[src/rtl/redun_mont_pkg.sv]
// redun_mont_pkg: shared sizes, modulus and types for the redundant Montgomery
// datapath and its binary conversion stage.
//   NUM_WRDS  number of redundant words
//   WRD_BITS  canonical bits per word (redundant words carry one extra bit)
//   P         modulus, NUM_WRDS*WRD_BITS bits
//   redun0_t  redundant value, word i weighted 2^(i*WRD_BITS)
//   canon_t   flat canonical binary value
package redun_mont_pkg;

    localparam int unsigned NUM_WRDS = 4;
    localparam int unsigned WRD_BITS = 16;

    typedef logic [NUM_WRDS-1:0][WRD_BITS:0]   redun0_t;
    typedef logic [NUM_WRDS*WRD_BITS-1:0]      canon_t;

    localparam canon_t P = 64'hF123_4567_89AB_CDEF;

    typedef enum logic {
        MODE_ADD = 1'b0,
        MODE_SUB = 1'b1
    } addsub_mode_t;

    typedef enum logic [1:0] {
        ST_IDLE,
        ST_CARRY,
        ST_SUB,
        ST_DONE
    } r2b_state_t;

    // Word i of the modulus.
    function automatic logic [WRD_BITS-1:0] p_word(input int unsigned i);
        canon_t sh;
        sh = P >> (i * WRD_BITS);
        return sh[WRD_BITS-1:0];
    endfunction

endpackage

[src/rtl/redun_word_addsub.sv]
// redun_word_addsub: one W-bit word of add or subtract with chained carry/borrow.
//   i_a, i_b  W-bit operands
//   i_ci      carry-in (add, 0..3) or borrow-in (sub, 0..1)
//   i_mode    MODE_ADD: {o_co,o_s} = a + b + ci
//             MODE_SUB: o_s = a - b - ci, o_co = {0, borrow-out}
module redun_word_addsub
    import redun_mont_pkg::*;
#(
    parameter int unsigned W = WRD_BITS
) (
    input  logic [W-1:0]  i_a,
    input  logic [W-1:0]  i_b,
    input  logic [1:0]    i_ci,
    input  addsub_mode_t  i_mode,
    output logic [W-1:0]  o_s,
    output logic [1:0]    o_co
);

    logic [W+1:0] w_sum;
    logic [W:0]   w_dif;

    always_comb begin
        w_sum = {2'b00, i_a} + {2'b00, i_b} + {{W{1'b0}}, i_ci};
        // Borrow-in never exceeds 1 in subtract mode, so W+1 bits hold the sign.
        w_dif = {1'b0, i_a} - {1'b0, i_b} - {{(W-1){1'b0}}, i_ci};
        if (i_mode == MODE_ADD) begin
            o_s  = w_sum[W-1:0];
            o_co = w_sum[W+1:W];
        end else begin
            o_s  = w_dif[W-1:0];
            o_co = {1'b0, w_dif[W]};
        end
    end

endmodule

[src/rtl/redun_to_bin.sv]
// redun_to_bin: word-serial conversion of a redundant value to canonical binary
// fully reduced mod P. One carry-propagation pass, then NUM_SUB conditional
// subtract-P passes, one word per cycle. Correct for inputs < (NUM_SUB+1)*P.
//   i_clk, i_rst  clock, asynchronous active-high reset
//   i_dat, i_val  redundant input and its valid; accepted when o_rdy
//   o_rdy         high only in IDLE
//   o_dat, o_val  canonical result, held until i_rdy
//   i_rdy         downstream accepts o_dat
module redun_to_bin
    import redun_mont_pkg::*;
#(
    parameter int unsigned NUM_SUB = 2
) (
    input  logic     i_clk,
    input  logic     i_rst,
    input  redun0_t  i_dat,
    input  logic     i_val,
    output logic     o_rdy,
    output canon_t   o_dat,
    output logic     o_val,
    input  logic     i_rdy
);

    localparam int unsigned IDX_W  = (NUM_WRDS > 1) ? $clog2(NUM_WRDS) : 1;
    localparam int unsigned PASS_W = $clog2(NUM_SUB + 1);
    localparam logic [IDX_W-1:0]  LAST_IDX  = IDX_W'(NUM_WRDS - 1);
    localparam logic [PASS_W-1:0] LAST_PASS = PASS_W'(NUM_SUB - 1);

    r2b_state_t                         r_state, w_state_nx;
    redun0_t                            r_in;
    logic [NUM_WRDS-1:0][WRD_BITS-1:0]  r_res, r_shd, w_shd_full;
    logic [1:0]                         r_cry;
    logic [1:0]                         r_ext;   // bits above the top word
    logic                               r_bor;
    logic [IDX_W-1:0]                   r_idx;
    logic [PASS_W-1:0]                  r_pass;
    canon_t                             r_odat;
    logic                               r_oval;

    logic                               w_sub;
    logic                               w_last;
    logic [WRD_BITS-1:0]                w_a, w_b, w_s;
    logic [1:0]                         w_ci, w_co, w_cry_nx;
    logic [2:0]                         w_ext_d;

    assign w_sub  = (r_state == ST_SUB);
    assign w_last = (r_idx == LAST_IDX);
    assign w_a    = w_sub ? r_res[r_idx] : r_in[r_idx][WRD_BITS-1:0];
    assign w_b    = w_sub ? p_word(32'(r_idx)) : '0;
    assign w_ci   = w_sub ? {1'b0, r_bor} : r_cry;

    redun_word_addsub #(.W(WRD_BITS)) u_addsub (
        .i_a    (w_a),
        .i_b    (w_b),
        .i_ci   (w_ci),
        .i_mode (w_sub ? MODE_SUB : MODE_ADD),
        .o_s    (w_s),
        .o_co   (w_co)
    );

    // The redundant extra bit of each word joins the outgoing carry.
    assign w_cry_nx = w_co + {1'b0, r_in[r_idx][WRD_BITS]};
    // Top extra bits minus the final word borrow; bit 2 set means value < P.
    assign w_ext_d  = {1'b0, r_ext} - {2'b00, w_co[0]};

    always_comb begin
        w_shd_full           = r_shd;
        w_shd_full[LAST_IDX] = w_s;
    end

    always_ff @(posedge i_clk or posedge i_rst) begin
        if (i_rst) r_state <= ST_IDLE;
        else       r_state <= w_state_nx;
    end

    always_comb begin
        w_state_nx = r_state;
        case (r_state)
            ST_IDLE:  if (i_val)                        w_state_nx = ST_CARRY;
            ST_CARRY: if (w_last)                       w_state_nx = ST_SUB;
            ST_SUB:   if (w_last && r_pass == LAST_PASS) w_state_nx = ST_DONE;
            ST_DONE:  if (r_oval && i_rdy)              w_state_nx = ST_IDLE;
            default:                                    w_state_nx = ST_IDLE;
        endcase
    end

    always_ff @(posedge i_clk or posedge i_rst) begin
        if (i_rst) begin
            r_in   <= '0;
            r_res  <= '0;
            r_shd  <= '0;
            r_cry  <= '0;
            r_ext  <= '0;
            r_bor  <= 1'b0;
            r_idx  <= '0;
            r_pass <= '0;
            r_odat <= '0;
            r_oval <= 1'b0;
        end else begin
            case (r_state)
                ST_IDLE: begin
                    if (i_val) begin
                        r_in   <= i_dat;
                        r_cry  <= '0;
                        r_idx  <= '0;
                        r_pass <= '0;
                        r_bor  <= 1'b0;
                    end
                end
                ST_CARRY: begin
                    r_res[r_idx] <= w_s;
                    r_cry        <= w_cry_nx;
                    r_idx        <= r_idx + 1'b1;
                    if (w_last) begin
                        r_ext <= w_cry_nx;
                        r_idx <= '0;
                        r_bor <= 1'b0;
                    end
                end
                ST_SUB: begin
                    r_shd[r_idx] <= w_s;
                    r_bor        <= w_co[0];
                    r_idx        <= r_idx + 1'b1;
                    if (w_last) begin
                        r_idx  <= '0;
                        r_bor  <= 1'b0;
                        r_pass <= r_pass + 1'b1;
                        // Commit only when the subtraction did not go negative.
                        if (!w_ext_d[2]) begin
                            r_res <= w_shd_full;
                            r_ext <= w_ext_d[1:0];
                        end
                    end
                end
                ST_DONE: begin
                    if (!r_oval) begin
                        r_odat <= r_res;
                        r_oval <= 1'b1;
                    end else if (i_rdy) begin
                        r_oval <= 1'b0;
                    end
                end
                default: ;
            endcase
        end
    end

    assign o_rdy = (r_state == ST_IDLE);
    assign o_dat = r_odat;
    assign o_val = r_oval;

endmodule
[config.mk]
export PLATFORM = sky130hd
export DESIGN_NAME = redun_to_bin
export DESIGN_NICKNAME = d
export VERILOG_FILES = /design/src/rtl/redun_mont_pkg.sv /design/src/rtl/redun_word_addsub.sv /design/src/rtl/redun_to_bin.sv
export SDC_FILE = /design/constraint.sdc
export NUM_CORES = 1
export LEC_CHECK = 0
export BUFFER_PORTS_ARGS = -buffer_cell sky130_fd_sc_hd__clkbuf_2
export CAP_MARGIN = 20
export CORE_UTILIZATION = 58
export DETAILED_ROUTE_END_ITERATION = 7
export GPL_TIMING_DRIVEN = 0
export PLACE_DENSITY = 0.84
export SYNTH_ARGS = -nofsm -noshare
export SYNTH_HDL_FRONTEND = slang
export SYNTH_SLANG_ARGS = --single-unit
[constraint.sdc]
create_clock -name i_clk -period 9.5 [get_ports i_clk]
set_clock_uncertainty 0.15 [all_clocks]
set_input_delay 0.95 -clock i_clk [delete_from_list [all_inputs] [get_ports i_clk]]
set_output_delay 0.95 -clock i_clk [all_outputs]
set_load 0.01 [all_outputs]
==> impl_metrics.csv <==
group,metric,value,unit
timing,fin_crit_sh,95.9,%
route,firstDrtPassIters,5,
critical_path,reg2regPathDepth,28,
grt,overflow,0,
floorplan,rows,55,
clock_tree,cts_setup_buffers,0,
grt,antenna_found_initial,0,
timing,fin_crit,9.11,ns
timing,max_freq,0.110,GHz
cells_and_area,ff_latch_area,0.00641,mm²
clock_tree,clkLatencyLatePin,0.55,ns
grt,first_global_vias,11200,
logic_synthesis,yosysSeqAreaShare,47.5,%
run_status,outcome,"finished, final reports clean",
cells_and_area,multi_input_area,0.00659,mm²
logic_synthesis,synth_edf_count,0,
route,viasPerCell,6.51,
floorplan,die-area,0.0239,mm²
timing,finalHoldViolations,0,
route,drt-total-wl,40.1,mm
grt,grt_max_degree,135,
flow_run,drv_cap,0,
cells_and_area,area_growth,14.9,%
floorplan,ios,138,
logic_synthesis,postSynthAreaPerCell,10.9,µm²
clock_tree,cts.sinks,256,
place,hpwl,28.6,mm
critical_path,critPathTopFamily,"buffers and inverters",
route,drcViolationCount,0,
clock_tree,clkTransAtPathRegs,0.07,ns
floorplan,die_x,154,µm
logic_synthesis,ys_warn_count,0,
critical_path,endpoint_kind,"flip-flop",
critical_path,worst-path-buf-inv,7,
critical_path,slowest_stage,"or4b_2",
cells_and_area,diodes,0,
route,drt-initial-drc-count,1085,
critical_path,required,9.75,ns
timing,slew_headroom,29.5,%
floorplan,core,0.0227,mm²
clock_tree,cts_tree,"yes",
clock_tree,cts-root-buf,"clkbuf_16",
logic_synthesis,syn_inst,1232,
timing,rsz0062_at_grt,"false",
logic_synthesis,synthDistinctLibCells,68,
hold_path,hold_path_end,"r_shd[4]",
critical_path,critPathMaxStageDelay,0.61,ns
logic_synthesis,async_flop_share,100,%
critical_path,crit_type,"flip-flop to flip-flop",
cells_and_area,nets,1528,
critical_path,startpoint_type,"flip-flop",
cells_and_area,stdcell_area,0.0155,mm²
route,vias,11100,
hold_path,hp-class,"flip-flop to flip-flop",
critical_path,r2r_slack,0.39,ns
cells_and_area,post_route_cells_drive_above_1_share,26.5,%
cells_and_area,fillers,1637,
logic_synthesis,syn_area,0.0135,mm²
grt,met1_usage,45.1,%
critical_path,arrival,9.35,ns
logic_synthesis,syn_nets,1362,
critical_path,r2r-start,"r_state[0]",
grt,gr-usage-met3,7.93,%
clock_tree,cts_hold_buf,0,
timing,drv_slew,0,
hold_path,min_from,"r_shd[4]",
critical_path,worst-path-max-fanout,10,
grt,gr-max-usage-layer,"met2",
place,buffer_ports.inserted,137,
place,place_area,0.0146,mm²
logic_synthesis,ys.flop_type,"dfrtp_1",
grt,grt_pass1_wl,63.0,mm
timing,worst_pin_slew,1.06,ns
critical_path,reg2reg_to,"r_res[61]",
cells_and_area,layout_common_cells,"dfrtp_1 (256), nand2_1 (159), mux2_2 (139), clkbuf_2 (139), o21ai_0 (104)",
grt,grt_use_total,34.7,%
place,gp_congestion,0.955,
clock_tree,htreeDepth,1,
timing,finalSetupViolCount,0,
cells_and_area,layout_commonest_cell,"dfrtp_1",
floorplan,start_util,59.4,%
clock_tree,numCtsBuffers,26,
route,ant_nets,0,
route,wl_per_cell,23.6,µm
critical_path,crit_path_frequent_cell,"ha_1",
grt,use_met2,55.0,%
hold_path,whs_path_depth,2,
floorplan,die_y,154,µm
clock_tree,cts.path.max_buffers,3,
logic_synthesis,ys_ff_latch,256,
## registers in the layout, summed over array words and instances, names as in the netlist
signal   flops
r_in        68
o_dat       64
r_res       64
r_shd       48
r_cry        2
r_ext        2
r_idx        2
r_pass       2
r_state      2
o_val        1
r_bor        1
## timing repair
item	in CTS	in global routing
endpoints found under the setup margin	0	64
endpoints found under the hold margin	0	0
resized for setup	0	4
## synth_stat cells, drive strengths merged (10+ instances only)
cell type / number / area share, %
mux2: 139 / 12
nand3: 11 / 0.41
nor2b: 13 / 0.60
buf: 20 / 0.70
xor2: 12 / 0.89
ha: 56 / 5.2
nor2: 49 / 1.4
a2bb2oi: 10 / 0.65
nand2b: 13 / 0.60
clkbuf: 49 / 1.4
nor3: 16 / 0.67
mux4: 31 / 5.2
o21ai: 115 / 4.3
a21oi: 37 / 1.4
inv: 56 / 1.6
and2: 16 / 0.74
a22oi: 22 / 1.2
xnor2: 26 / 1.7
dfrtp: 256 / 48
nand2: 159 / 4.4
o31ai: 17 / 0.98
## metal layers
layer  part of all wire (%)  wire length, µm
met1                     38            15300
met2                     46            18700
met3                     10             4080
met4                    5.2             2070
met5                      0                0
## stage by stage
step / TNS (ns) / instances / setup slack, ns / hold slack, ns / util [%]
finish: 0 / 1702 / 0.393 / 0.338 / 68.2
global placement: -310.59 / 1654 / -1.23 / 0.305 / 64.0
CTS: 0 / 1702 / 0.142 / 0.334 / 68.2
global route: 0 / 1702 / 0.0282 / 0.352 / 68.2
detailed placement: 0 / 1655 / 0.239 / 0.313 / 64.1
floorplan: 0 / 1232 / 1.36 / 0.287 / -
## worst max path at each step
| stage | end | cells past startpoint | start | slack [ns] |
|---|---|---|---|---|
| after floorplan | o_dat[0] | 1 | i_rst | 1.36 |
| final | r_res[61] | 28 | r_state[0] | 0.39 |
| after CTS | r_res[61] | 29 | r_state[0] | 0.14 |
| after detailed placement | r_res[61] | 29 | r_state[0] | 0.24 |
| after global routing | r_res[30] | 28 | r_state[0] | 0.03 |
| after global placement | o_dat[35] | 2 | i_rst | -1.23 |
## kinds of logic after synthesis
kind of cell | after synthesis | share of synthesized area, %
and+or+nand+nor | 301 | 10.1
AOI/OAI and AO/OA | 275 | 13.2
DFF | 256 | 47.5
muxes | 179 | 17.5
buffers and inverters | 125 | 3.62
adders and majority gates | 58 | 5.49
xor gates and xnor gates | 38 | 2.58
## final cells by class
type	count	area share [%]
multi-input cells	851	42.5
flip-flops and latches	256	41.3
repair buffers	139	4.70
clock buffers	32	4.67
well taps	285	2.30
plain buffers	68	1.78
inverters	56	1.41
clock inverters	15	1.27
## tightest hold or removal path: stages (launching register included)
cell and delay [ns]:
dfrtp_1 0.33, nand2_1 0.05, o21ai_0 0.06
Power is not shown: default switching activity piles up to over one toggle a cycle in this logic, so the estimate is an artifact.
